<file path="src/rtl/shift_sequencer.sv">
// Multi-cycle shift controller: captures an operand on start, shifts it one bit
// per cycle for shamt cycles, then pulses done and holds the result.
module shift_sequencer #(
  parameter int WIDTH   = 32,
  parameter int SHAMT_W = 5
) (
  input  logic               CLK,
  input  logic               Reset,
  input  logic               start,
  input  logic [1:0]         op,
  input  logic [SHAMT_W-1:0] shamt,
  input  logic [WIDTH-1:0]   Data,
  output logic               busy,
  output logic               done,
  output logic [WIDTH-1:0]   result
);

  typedef enum logic [1:0] {
    IDLE  = 2'd0,
    SHIFT = 2'd1,
    DONE  = 2'd2
  } state_t;

  state_t             r_state;
  state_t             w_nextState;
  logic [WIDTH-1:0]   r_work;
  logic [WIDTH-1:0]   w_nextWork;
  logic [WIDTH-1:0]   w_stepWork;
  logic [SHAMT_W-1:0] r_count;
  logic [SHAMT_W-1:0] w_nextCount;
  logic [1:0]         r_op;
  logic [1:0]         w_nextOp;
  logic               w_loadResult;
  logic [WIDTH-1:0]   r_result;

  // One-bit step of the captured operation
  always_comb begin
    w_stepWork = r_work;
    case (r_op)
      2'b00:   w_stepWork = {r_work[WIDTH-2:0], 1'b0};
      2'b01:   w_stepWork = {1'b0, r_work[WIDTH-1:1]};
      2'b10:   w_stepWork = {r_work[WIDTH-1], r_work[WIDTH-1:1]};
      default: w_stepWork = {r_work[0], r_work[WIDTH-1:1]};
    endcase
  end

  always_comb begin
    w_nextState  = r_state;
    w_nextWork   = r_work;
    w_nextCount  = r_count;
    w_nextOp     = r_op;
    w_loadResult = 1'b0;
    busy         = 1'b0;
    done         = 1'b0;
    case (r_state)
      IDLE: begin
        if (start) begin
          w_nextWork  = Data;
          w_nextOp    = op;
          w_nextCount = shamt;
          if (shamt == '0) begin
            w_nextState  = DONE;
            w_loadResult = 1'b1;
          end else begin
            w_nextState = SHIFT;
          end
        end
      end
      SHIFT: begin
        busy        = 1'b1;
        w_nextWork  = w_stepWork;
        w_nextCount = r_count - 1'b1;
        if (r_count == SHAMT_W'(1)) begin
          w_nextState  = DONE;
          w_loadResult = 1'b1;
        end
      end
      DONE: begin
        busy        = 1'b1;
        done        = 1'b1;
        w_nextState = IDLE;
      end
      default: w_nextState = IDLE;
    endcase
  end

  // Result is written only on the edge that enters DONE, so it holds across SHIFT
  always_ff @(posedge CLK or posedge Reset) begin
    if (Reset) begin
      r_state  <= IDLE;
      r_work   <= '0;
      r_count  <= '0;
      r_op     <= '0;
      r_result <= '0;
    end else begin
      r_state <= w_nextState;
      r_work  <= w_nextWork;
      r_count <= w_nextCount;
      r_op    <= w_nextOp;
      if (w_loadResult) begin
        r_result <= w_nextWork;
      end
    end
  end

  assign result = r_result;

endmodule
</file>
<file path="config.mk">
export PLATFORM = sky130hd
export DESIGN_NAME = shift_sequencer
export DESIGN_NICKNAME = d
export VERILOG_FILES = /design/src/rtl/shift_sequencer.sv
export SDC_FILE = /design/constraint.sdc
export NUM_CORES = 1
export LEC_CHECK = 0
export BUFFER_PORTS_ARGS = -buffer_cell sky130_fd_sc_hd__buf_2
export CAP_MARGIN = 5
export CORE_ASPECT_RATIO = 1.75
export CORE_MARGIN = 2
export CORE_UTILIZATION = 34
export CTS_CLUSTER_DIAMETER = 80
export CTS_CLUSTER_SIZE = 14
export DETAILED_ROUTE_END_ITERATION = 10
export PLACE_DENSITY_LB_ADDON = 0.3
export RECOVER_POWER = 50
export SLEW_MARGIN = 15
export SYNTH_ARGS = -nofsm -noshare
export SYNTH_HDL_FRONTEND = slang
export SYNTH_SLANG_ARGS = --single-unit
</file>
<file path="constraint.sdc">
create_clock -name CLK -period 2.64 [get_ports CLK]
set_input_delay 0.528 -clock CLK [delete_from_list [all_inputs] [get_ports CLK]]
set_output_delay 0.528 -clock CLK [all_outputs]
set_load 0.1 [all_outputs]
</file>
======== After elaboration in Yosys (flattened, before gate mapping) ========
Cells that the tools add are included.
W data, S select, Z words.
word-level totals
  register bits ........................... 73
  input port bits ......................... 42
operators by class
  add/subtract/negate cells ............... 1
  eq/ne operators ......................... 7
  multiplexer cells ....................... 15
  reduce and logical (&&, ||, !) cells .... 8
operator list
  cell                   count
  $pmux W32 S3           1
  $pmux W32 S2           1
  $mux W32               1
  $pmux W5 S2            1
  $mux W2                3
  $reduce_and A2 Y1      3
  $eq A5 B1 Y1 const B   1
  $logic_not A5 Y1       1
  $mux W1                5
  $mux W5                1
  $sub A5 B1 Y5 const B  1
  $eq A2 B1 Y1 const B   2
  $eq A2 B2 Y1 const B   2
  $logic_not A2 Y1       2
  $ne A2 B2 Y1 const B   2
  $pmux W2 S2            1
  $pmux W1 S2            1
  $reduce_bool A2 Y1     1
  $reduce_or A2 Y1       1

======== Depth between registers and ports, before layout ========
Gate-level depths: netlist of run 1.
  depth after elaboration ................. 4
  mapped depth ............................ 8
  depth with buffers taken out ............ 6

======== Worst setup path before layout of run 1 ========
No wires, ideal clock.
  kind .................................... register to output
  start point ............................. reg r_state[0]
  end point ............................... out busy
  data arrival time ....................... 1.232 ns
  required time ........................... 2.112 ns
  slack ................................... 0.880 ns
  stages on the path, launching flop included .. 3
  buffers on the path ..................... 0
  cells stage by stage .................... dfrtp_1 > inv_1 > ha_1
on the way
  cells in the longest elaborated chain, start to end .. 3
  elaborated cells on any way between the ends .. 4
  those cells by class .................... eq/ne (2); mux (1); reduce/logical (1)
ends and longest elaborated chain
  what                                                 RTL line  text
  start: declaration                                   24        state_t r_state;
  start signal: assignment                             96        r_state <= w_nextState;
  $eq A2 B1 Y1 / $eq A2 B2 Y1 (equally long branches)  55        case (r_state)
  $reduce_or A2 Y1 (no line) (*)                       --
  $mux W1 (*)                                          55
  end: declaration                                     13        output logic busy,
Mark *: on every way between the ends. The rest lies on a longest branch, timed or not.

======== Worst setup path in the final report of run 1 ========
  start point ............................. reg r_state[0]
  end point ............................... reg r_result[7] (netlist: result[7])
on the way
  cells in the longest elaborated chain, start to end .. 2
  elaborated cells on any way between the ends .. 4
  those cells by class .................... eq/ne (1); mux (2); reduce/logical (1)
ends and longest elaborated chain
  what                                                     RTL line  text
  $eq A2 B1 Y1 / $logic_not A2 Y1 (equally long branches)  55
  $pmux W32 S2 / $pmux W1 S2 (equally long branches)       55
  end signal: assignment                                   101       r_result <= w_nextWork;
  end: declaration                                         34        logic [WIDTH-1:0] r_result;
Several ways; a longest one is shown, not always the timed one.
A chain may end at the register's enable or synchronous reset.

==> impl_results.md, run 1 <==
* RSZ-0062 raised after global routing: no
* Drt drc at 0
* Worst path bufs/invs at 2
* Hold path start: op[1]
* Fmax at 410 MHz
* Clk slew on worst S/H paths at 60 ps
* Setup Viol. Count Final at 0
* Max Root-Sink Buffers at 2
* Sum Neg Setup Slack at 0 ps
* Commonest cells in the netlist: dfrtp_1, a22oi_1, mux2i_1
* Number of buffers added on ports at 75
* Post-synthesis cell count at 281
* Hold path cells at 3
* Avg Cell Area, Syn at 12.8 µm²
* Num CTS Buffers at 9
* Drt via density at 5.24
* Crit path max fanout at 36
* TritonCTS clock tree: done
* Initial antenna violation count at 0
* Largest area contributor in the netlist: dfrtp_1
* Peak per-stage delay on the critical path at 670 ps
* Syn Nets at 328
* Largest net degree at the start of global routing at 74
* Avg WL per Cell at 17.6 µm
* Status: finished, violations left
* Share of the synthesized area in the top cell type at 51.0%
* Clock latency on the worst-skew pair at 330 ps
* Worst Skew at 7.54 ps
* R2R Path End: result[7]$_DFFE_PP0P_
* Final period util at 92.3%
* IO Pins at 76
* Setup crit end kind: register
* Slowest CP cell: and2_2
* Worst path top cell family by delay: simple AND/OR/NAND/NOR gates
* Mapped Area at 0.00358 mm²
* Die area at 0.0114 mm²
* Post-synth EDFFs at 0
* Inserted Diodes at 0
* Total global routing overflow at 0
* First-pass GRT wire length at 13.9 mm
* R2R depth at 6
* Syn-to-layout area delta at 20.7%
* Min-Delay Path Class: input port to register
* H-Tree Depth at 3
* Nets at 400
* CTS root buf: clkbuf_16
* Most common flop cell mapped by yosys: dfrtp_1
* Min Tclk post-route at 2440 ps
* Tightest Pin Transition at 1800 ps
* Slew Viols, Final at 74
* Initial Utilization at 34.8%
* DRT iter0 DRCs at 114
* Post-DRT Antenna Nets at 0
* Worst relative slew slack at -20.1%
* Top-count cell post-synth: dfrtp_1
* GRT Resource Usage Total at 16.0%
* Violated checks: capacitance limit, slew limit
* CP cell instances: inv_1 -> ha_2 -> and2_2 -> a32oi_4 -> buf_4 -> mux2_4
* Busiest grt layer: met2
* CP arrival at 2650 ps
* Top cells by area, synth: dfrtp_1, mux2_4, mux2i_1
* Post-DP HPWL at 5.82 mm
* Core Region at 0.0103 mm²
* GRT met3 Usage at 3.31%
* CTS Sinks at 73
* GPL Wtd Cong at 0.809
* Synth Register Bits at 73
* GRT met2 Usage at 26.4%
* Distinct cells, synth at 36
* Fin Hold WS at 409 ps
* Pre-antenna DRT Iters at 4
* Vias after detailed routing at 2,535
* Critical Setup Path Class: register to register
* Die W at 81.6 µm
* Asr flop ratio synth at 100%
* Die height at 140 µm
* Met1 usage at 19.7%
* Max-cap viol count at 1
* Synth Warn # at 0
* CP Launch Type: register
* Final hold viol count at 0
* Seq/Total Area, Yosys at 51.0%
* Cts hold-fix bufs at 0
* # rows at 49
* Fraction of layout cells with a size suffix above 1 at 33.1%
* Slack of the worst reg-to-reg path at 200 ps
* CP required at 2850 ps
* Routed WL at 8.50 mm
* Worst reg2reg path startpoint: r_state[0]$_DFFE_PP0P_
* Vias in the first global route at 2,723
* Hold Path End: r_op[1]$_DFFE_PP0P_
## layout by cell type (no fill, tap or decap), drive strengths merged, types with 2 or more instances in the layout
cell type / n
mux2: 32
a22oi: 31
o22ai: 4
buf: 64
nor2: 4
o21ai: 37
inv: 6
nor3: 2
clkbuf: 29
mux2i: 32
dfrtp: 73
bufinv: 2
ha: 5
o21a: 2
nand3: 5
nand2: 10
o22a: 3
a21oi: 5
## area by class of cell
| class | count | area (µm²) |
|---|---|---|
| Clock buffer | 13 | 270 |
| Multi-Input combinational cell | 183 | 1600 |
| Sequential cell | 73 | 1830 |
| Tap cell | 127 | 159 |
| Timing Repair Buffer | 80 | 392 |
| Clock inverter | 2 | 60.1 |
| Fill cell | 1002 | 5970 |
| Inverter | 6 | 22.5 |
## flip-flops by register name, indices dropped and copies added (netlist names)
signal   count
result      32
r_work      32
r_state      2
r_op         2
r_count      5
## cell families (layout without fill, tap and decap cells)
family	Yosys count	count (layout)	share of synthesized area, %
and+or+nand+nor	27	27	4.19
buffers and inverters	25	101	4.68
muxes	64	64	22.5
AOI/OAI and AO/OA	87	87	15.9
adders and majority gates	5	5	1.75
DFF	73	73	51.0
## tightest hold or removal path, cell delays in order
cell and delay [ps]:
buf_2 80, nand2_1 40, nand2_1 60
## layer usage
metal,wire length [µm],vias to the layer above
li1,-,1194
met1,3430,1268
met2,4520,59
met3,351,14
met4,206,0
met5,0,-
## stage by stage
| stage | cells | area, µm² | worst slack [ps] | util, % |
|---|---|---|---|---|
| after CTS | 484 | 4360 | 227 | 42.3 |
| after global placement | 469 | 4030 | 318 | 39.1 |
| final | 484 | 4330 | 202 | 42.0 |
| after global routing | 484 | 4330 | 77.6 | 42.0 |
| after detailed placement | 469 | 4030 | 238 | 39.1 |
| after floorplan | 281 | 3580 | 259 | - |
## repair_timing
| action | in CTS | in global routing |
|---|---|---|
| buffers inserted | 0 | 0 |
| endpoints found under the hold margin | 0 | 0 |
| gates resized for setup | 0 | 1 |
| endpoints found under the setup margin | 0 | 2 |
## how the worst max path moves through the flow
stage / to / slack (ps) / startpoint / cells past startpoint
after global placement: result[23]$_DFFE_PP0P_ / 320 / r_state[0]$_DFFE_PP0P_ / 6
after CTS: result[18]$_DFFE_PP0P_ / 230 / r_state[0]$_DFFE_PP0P_ / 6
final: result[7]$_DFFE_PP0P_ / 200 / r_state[0]$_DFFE_PP0P_ / 6
after global routing: result[7]$_DFFE_PP0P_ / 80 / r_state[0]$_DFFE_PP0P_ / 6
after detailed placement: result[18]$_DFFE_PP0P_ / 240 / r_state[0]$_DFFE_PP0P_ / 6
after floorplan: r_count[0]$_DFFE_PP0P_ / 260 / Reset / 1
Power of run 1 is not shown: default switching activity piles up to over one toggle a cycle in this logic, so the estimate is an artifact.
==> run 2: changes to the inputs <==
--- a/config.mk
+++ b/config.mk
@@ -15,6 +15,7 @@
 export DETAILED_ROUTE_END_ITERATION = 10
 export PLACE_DENSITY_LB_ADDON = 0.3
 export RECOVER_POWER = 50
+export SKIP_LAST_GASP = 1
 export SLEW_MARGIN = 15
 export SYNTH_ARGS = -nofsm -noshare
 export SYNTH_HDL_FRONTEND = slang
==> constraint.sdc (replaced) <==
create_clock -name CLK -period 2.7 [get_ports CLK]
set_input_delay 0.54 -clock CLK [delete_from_list [all_inputs] [get_ports CLK]]
set_output_delay 0.54 -clock CLK [all_outputs]
set_load 0.1 [all_outputs]
==> run 2 against run 1 <==
Compared with the run above: the flow still finishes with violations (capacitance limit, slew limit); critical path type unchanged; worst hold slack improved by 12 ps; sequential cell count did not move; cell count did not move; critical path depth did not move.
==> impl_results.md, run 2 (synthesized netlist as in run 1, its figures left out) <==
* Setup crit end kind: register
* Worst relative slew slack at -18.8%
* CTS root buf: clkbuf_16
* Slack of the worst reg-to-reg path at 270 ps
* Min Tclk post-route at 2430 ps
* Slew Viols, Final at 74
* Avg WL per Cell at 17.5 µm
* GPL Wtd Cong at 0.809
* Post-DP HPWL at 5.82 mm
* Violated checks: capacitance limit, slew limit
* Number of buffers added on ports at 75
* Clock latency on the worst-skew pair at 340 ps
* Final period util at 89.9%
* RSZ-0062 raised after global routing: no
* Crit path max fanout at 32
* Routed WL at 8.47 mm
* Setup Viol. Count Final at 0
* Sum Neg Setup Slack at 0 ps
* CP Capture Point: result[18]$_DFFE_PP0P_
* R2R Path End: result[18]$_DFFE_PP0P_
* Most common cell after layout, fill and taps aside: dfrtp_1
* # rows at 49
* Nets at 400
* R2R depth at 6
* Vias in the first global route at 2,723
* Min-Delay Path Class: input port to register
* Max Root-Sink Buffers at 2
* CP required at 2980 ps
* Die area at 0.0114 mm²
* Most frequent cells in the layout: dfrtp_1, buf_2, mux2i_1, a22oi_1
* Max-cap viol count at 1
* Worst reg2reg path startpoint: r_state[0]$_DFFE_PP0P_
* Largest net degree at the start of global routing at 74
* Total global routing overflow at 0
* H-Tree Depth at 3
* Setup slack after layout at 273 ps
* Initial antenna violation count at 0
* Critical Setup Path Class: register to register
* CTS Sinks at 73
* Initial Utilization at 34.8%
* Clk slew on worst S/H paths at 60 ps
* Setup repair bufs after CTS at 0
* TritonCTS clock tree: done
* Post_cts resized at 0
* Die W at 81.6 µm
* GRT Resource Usage Total at 16.0%
* Cts hold-fix bufs at 0
* Num CTS Buffers at 9
* Fmax at 412 MHz
* First-pass GRT wire length at 13.9 mm
* DP Worst Slack at 298 ps
* Final hold viol count at 0
* Die height at 140 µm
* Fraction of layout cells with a size suffix above 1 at 32.2%
* Status: finished, violations left
* Inserted Diodes at 0
* IO Pins at 76
* Tightest Pin Transition at 1780 ps
* DRT iter0 DRCs at 106
* CP startpoint: r_state[0]$_DFFE_PP0P_
* Drt drc at 0
* Post-DRT Antenna Nets at 0
* Drt via density at 5.24
* Vias after detailed routing at 2,538
* Syn-to-layout area delta at 20.6%
* CP Launch Type: register
* Pre-antenna DRT Iters at 4
* Core Region at 0.0103 mm²
* Worst Skew at 9.81 ps
* CP arrival at 2700 ps
-- run 2: metal layers --
metal	vias to the layer above	track usage [%]	wire length, µm
met2	61	26.4	4470
met4	0	7.28	207
met3	14	3.31	361
met5	-	0	0
met1	1271	19.7	3430
li1	1192	-	-
-- run 2: cell type report --
type                       instances  area (µm²)
fill                            1004        5980
tap                              127         159
multi-input combinational        183        1590
timing repair buffer              80         389
clock buffer                      13         270
clock inverter                     2        60.1
inverter                           6        22.5
sequential                        73        1830
-- run 2: worst max-delay path, stage by stage (launching register included) --
cell	delay [ps]
dfrtp_1	390
inv_1	90
ha_1	430
mux2i_4	910
a22oi_1	160
o21ai_1	190
mux2_4	180
-- run 2: worst min-delay path by stage --
stage	startpoint	end	slack [ps]	depth (start not counted)
2_1_floorplan	r_count[0]$_DFFE_PP0P_	r_count[0]$_DFFE_PP0P_	500	1
3_5_place_dp	result[23]$_DFFE_PP0P_	result[23]$_DFFE_PP0P_	490	1
4_1_cts	Reset	r_count[2]$_DFFE_PP0P_	290	3
6_report	op[1]	r_op[1]$_DFFE_PP0P_	420	3
5_1_grt	op[0]	r_op[0]$_DFFE_PP0P_	440	3
3_3_place_gp	result[24]$_DFFE_PP0P_	result[24]$_DFFE_PP0P_	490	1
-- run 2: through the flow --
stage / hold slack [ps] / cells / cell area, µm² / utilization, %
floorplan: 501 / 281 / 3580 / -
global placement: 491 / 469 / 4030 / 39.1
detailed placement: 489 / 469 / 4030 / 39.1
CTS: 291 / 484 / 4360 / 42.3
global route: 439 / 484 / 4320 / 42.0
finish: 420 / 484 / 4320 / 42.0
Power of run 2 is left out for the same reason.
==> run 3: changes to the inputs <==
--- a/config.mk
+++ b/config.mk
@@ -5,7 +5,7 @@
 export SDC_FILE = /design/constraint.sdc
 export NUM_CORES = 1
 export LEC_CHECK = 0
-export BUFFER_PORTS_ARGS = -buffer_cell sky130_fd_sc_hd__buf_2
+export BUFFER_PORTS_ARGS = -buffer_cell sky130_fd_sc_hd__buf_4
 export CAP_MARGIN = 5
 export CORE_ASPECT_RATIO = 1.75
 export CORE_MARGIN = 2
==> run 3 against run 2 <==
Compared with the run above: the flow still finishes with violations (capacitance limit, slew limit); maximum frequency fell by 0.51%; register-to-register slack barely moved; routed wire length fell by 2.7%; die area did not move; final area rose by 2.5%; critical endpoint is now result[21]$_DFFE_PP0P_.
==> impl_results.md, run 3 (synthesized netlist as in run 1, its figures left out) <==
* Largest net degree at the start of global routing at 74
* Fmax at 410 MHz
* Final period util at 90.3%
* Fraction of layout cells with a size suffix above 1 at 32.7%
* CTS root buf: clkbuf_16
* CP Launch Type: register
* Slack of the worst reg-to-reg path at 260 ps
* Post-DRT Antenna Nets at 0
* Most common cell after layout, fill and taps aside: dfrtp_1
* Max Root-Sink Buffers at 2
* Avg WL per Cell at 17.0 µm
* Core Region at 0.0103 mm²
* CP required at 2970 ps
* Setup repair bufs after CTS at 0
* Drt via density at 5.16
* Worst Skew at 8.35 ps
* Post-DP HPWL at 5.66 mm
* GPL Wtd Cong at 0.800
* Critical Setup Path Class: register to register
* Setup slack after layout at 261 ps
* First-pass GRT wire length at 13.2 mm
* Die height at 140 µm
* Num CTS Buffers at 9
* Initial antenna violation count at 0
* Post_cts resized at 0
* Worst reg2reg path startpoint: r_state[0]$_DFFE_PP0P_
* Pre-antenna DRT Iters at 4
* H-Tree Depth at 3
* Nets at 400
* CP startpoint: r_state[0]$_DFFE_PP0P_
* CTS Sinks at 73
* Hold path cells at 3
* Utilization after layout at 43.0%
* Final Instance Count excl. Fillers at 485
* Clk slew on worst S/H paths at 60 ps
* DRT iter0 DRCs at 102
* Drt drc at 0
* Setup Viol. Count Final at 0
* Min-Delay Path Class: input port to register
* Tightest Pin Transition at 1790 ps
* # rows at 49
* Number of buffers added on ports at 75
* Total global routing overflow at 0
* Initial Utilization at 34.8%
* RSZ-0062 raised after global routing: no
* Slew Viols, Final at 74
* Worst relative slew slack at -19.6%
* Die area at 0.0114 mm²
* R2R Path End: result[21]$_DFFE_PP0P_
* CP Capture Point: result[21]$_DFFE_PP0P_
* Vias after detailed routing at 2,503
* Max-cap viol count at 1
* Most frequent cells in the layout: dfrtp_1, buf_4, mux2i_1, a22oi_1
* CP arrival at 2710 ps
* Syn-to-layout area delta at 23.7%
* Clock latency on the worst-skew pair at 330 ps
* Vias in the first global route at 2,599
* Routed WL at 8.25 mm
* IO Pins at 76
* DP Worst Slack at 341 ps
* Cts hold-fix bufs at 0
* Inserted Diodes at 0
* Final hold viol count at 0
* Placed insts at 469
* GRT Resource Usage Total at 15.3%
* Min Tclk post-route at 2440 ps
* Die W at 81.6 µm
* Setup crit end kind: register
* Sum Neg Setup Slack at 0 ps
* Status: finished, violations left
* Crit path max fanout at 32
* Violated checks: capacitance limit, slew limit
* R2R depth at 6
* TritonCTS clock tree: done
-- run 3: through the flow --
step | cell area, µm² | hold WS, ps
2_1_floorplan | 3580 | 501
3_3_place_gp | 4220 | 502
3_5_place_dp | 4220 | 503
4_1_cts | 4510 | 303
5_1_grt | 4430 | 426
6_report | 4430 | 409
-- run 3: final cells by class --
| cell class | count | area [µm²] |
|---|---|---|
| Inverter | 6 | 22.5 |
| Sequential cell | 73 | 1830 |
| Clock inverter | 7 | 70.1 |
| Tap cell | 127 | 159 |
| Fill cell | 975 | 5870 |
| Multi-Input combinational cell | 183 | 1590 |
| Timing Repair Buffer | 80 | 534 |
| Clock buffer | 9 | 225 |
-- run 3: worst min path at each step --
stage,from,to,slack [ps]
6_report,op[1],r_op[1]$_DFFE_PP0P_,410
5_1_grt,op[0],r_op[0]$_DFFE_PP0P_,430
4_1_cts,Reset,r_count[2]$_DFFE_PP0P_,300
3_5_place_dp,result[29]$_DFFE_PP0P_,result[29]$_DFFE_PP0P_,500
3_3_place_gp,result[23]$_DFFE_PP0P_,result[23]$_DFFE_PP0P_,500
2_1_floorplan,r_count[0]$_DFFE_PP0P_,r_count[0]$_DFFE_PP0P_,500
-- run 3: worst max-delay path, stage by stage (launching register included) --
cell	delay [ps]
dfrtp_1	390
inv_1	80
ha_1	420
mux2i_4	920
a22oi_1	130
o21ai_1	230
mux2_4	200
-- run 3: per-layer routing --
| metal | up-vias | share of wire, % | GRT usage (%) |
|---|---|---|---|
| li1 | 1187 | - | - |
| met3 | 7 | 3.8 | 2.92 |
| met5 | - | 0 | 0 |
| met2 | 57 | 52 | 25.3 |
| met1 | 1252 | 43 | 19.3 |
| met4 | 0 | 1.4 | 6.32 |
Power of run 3 is left out for the same reason.
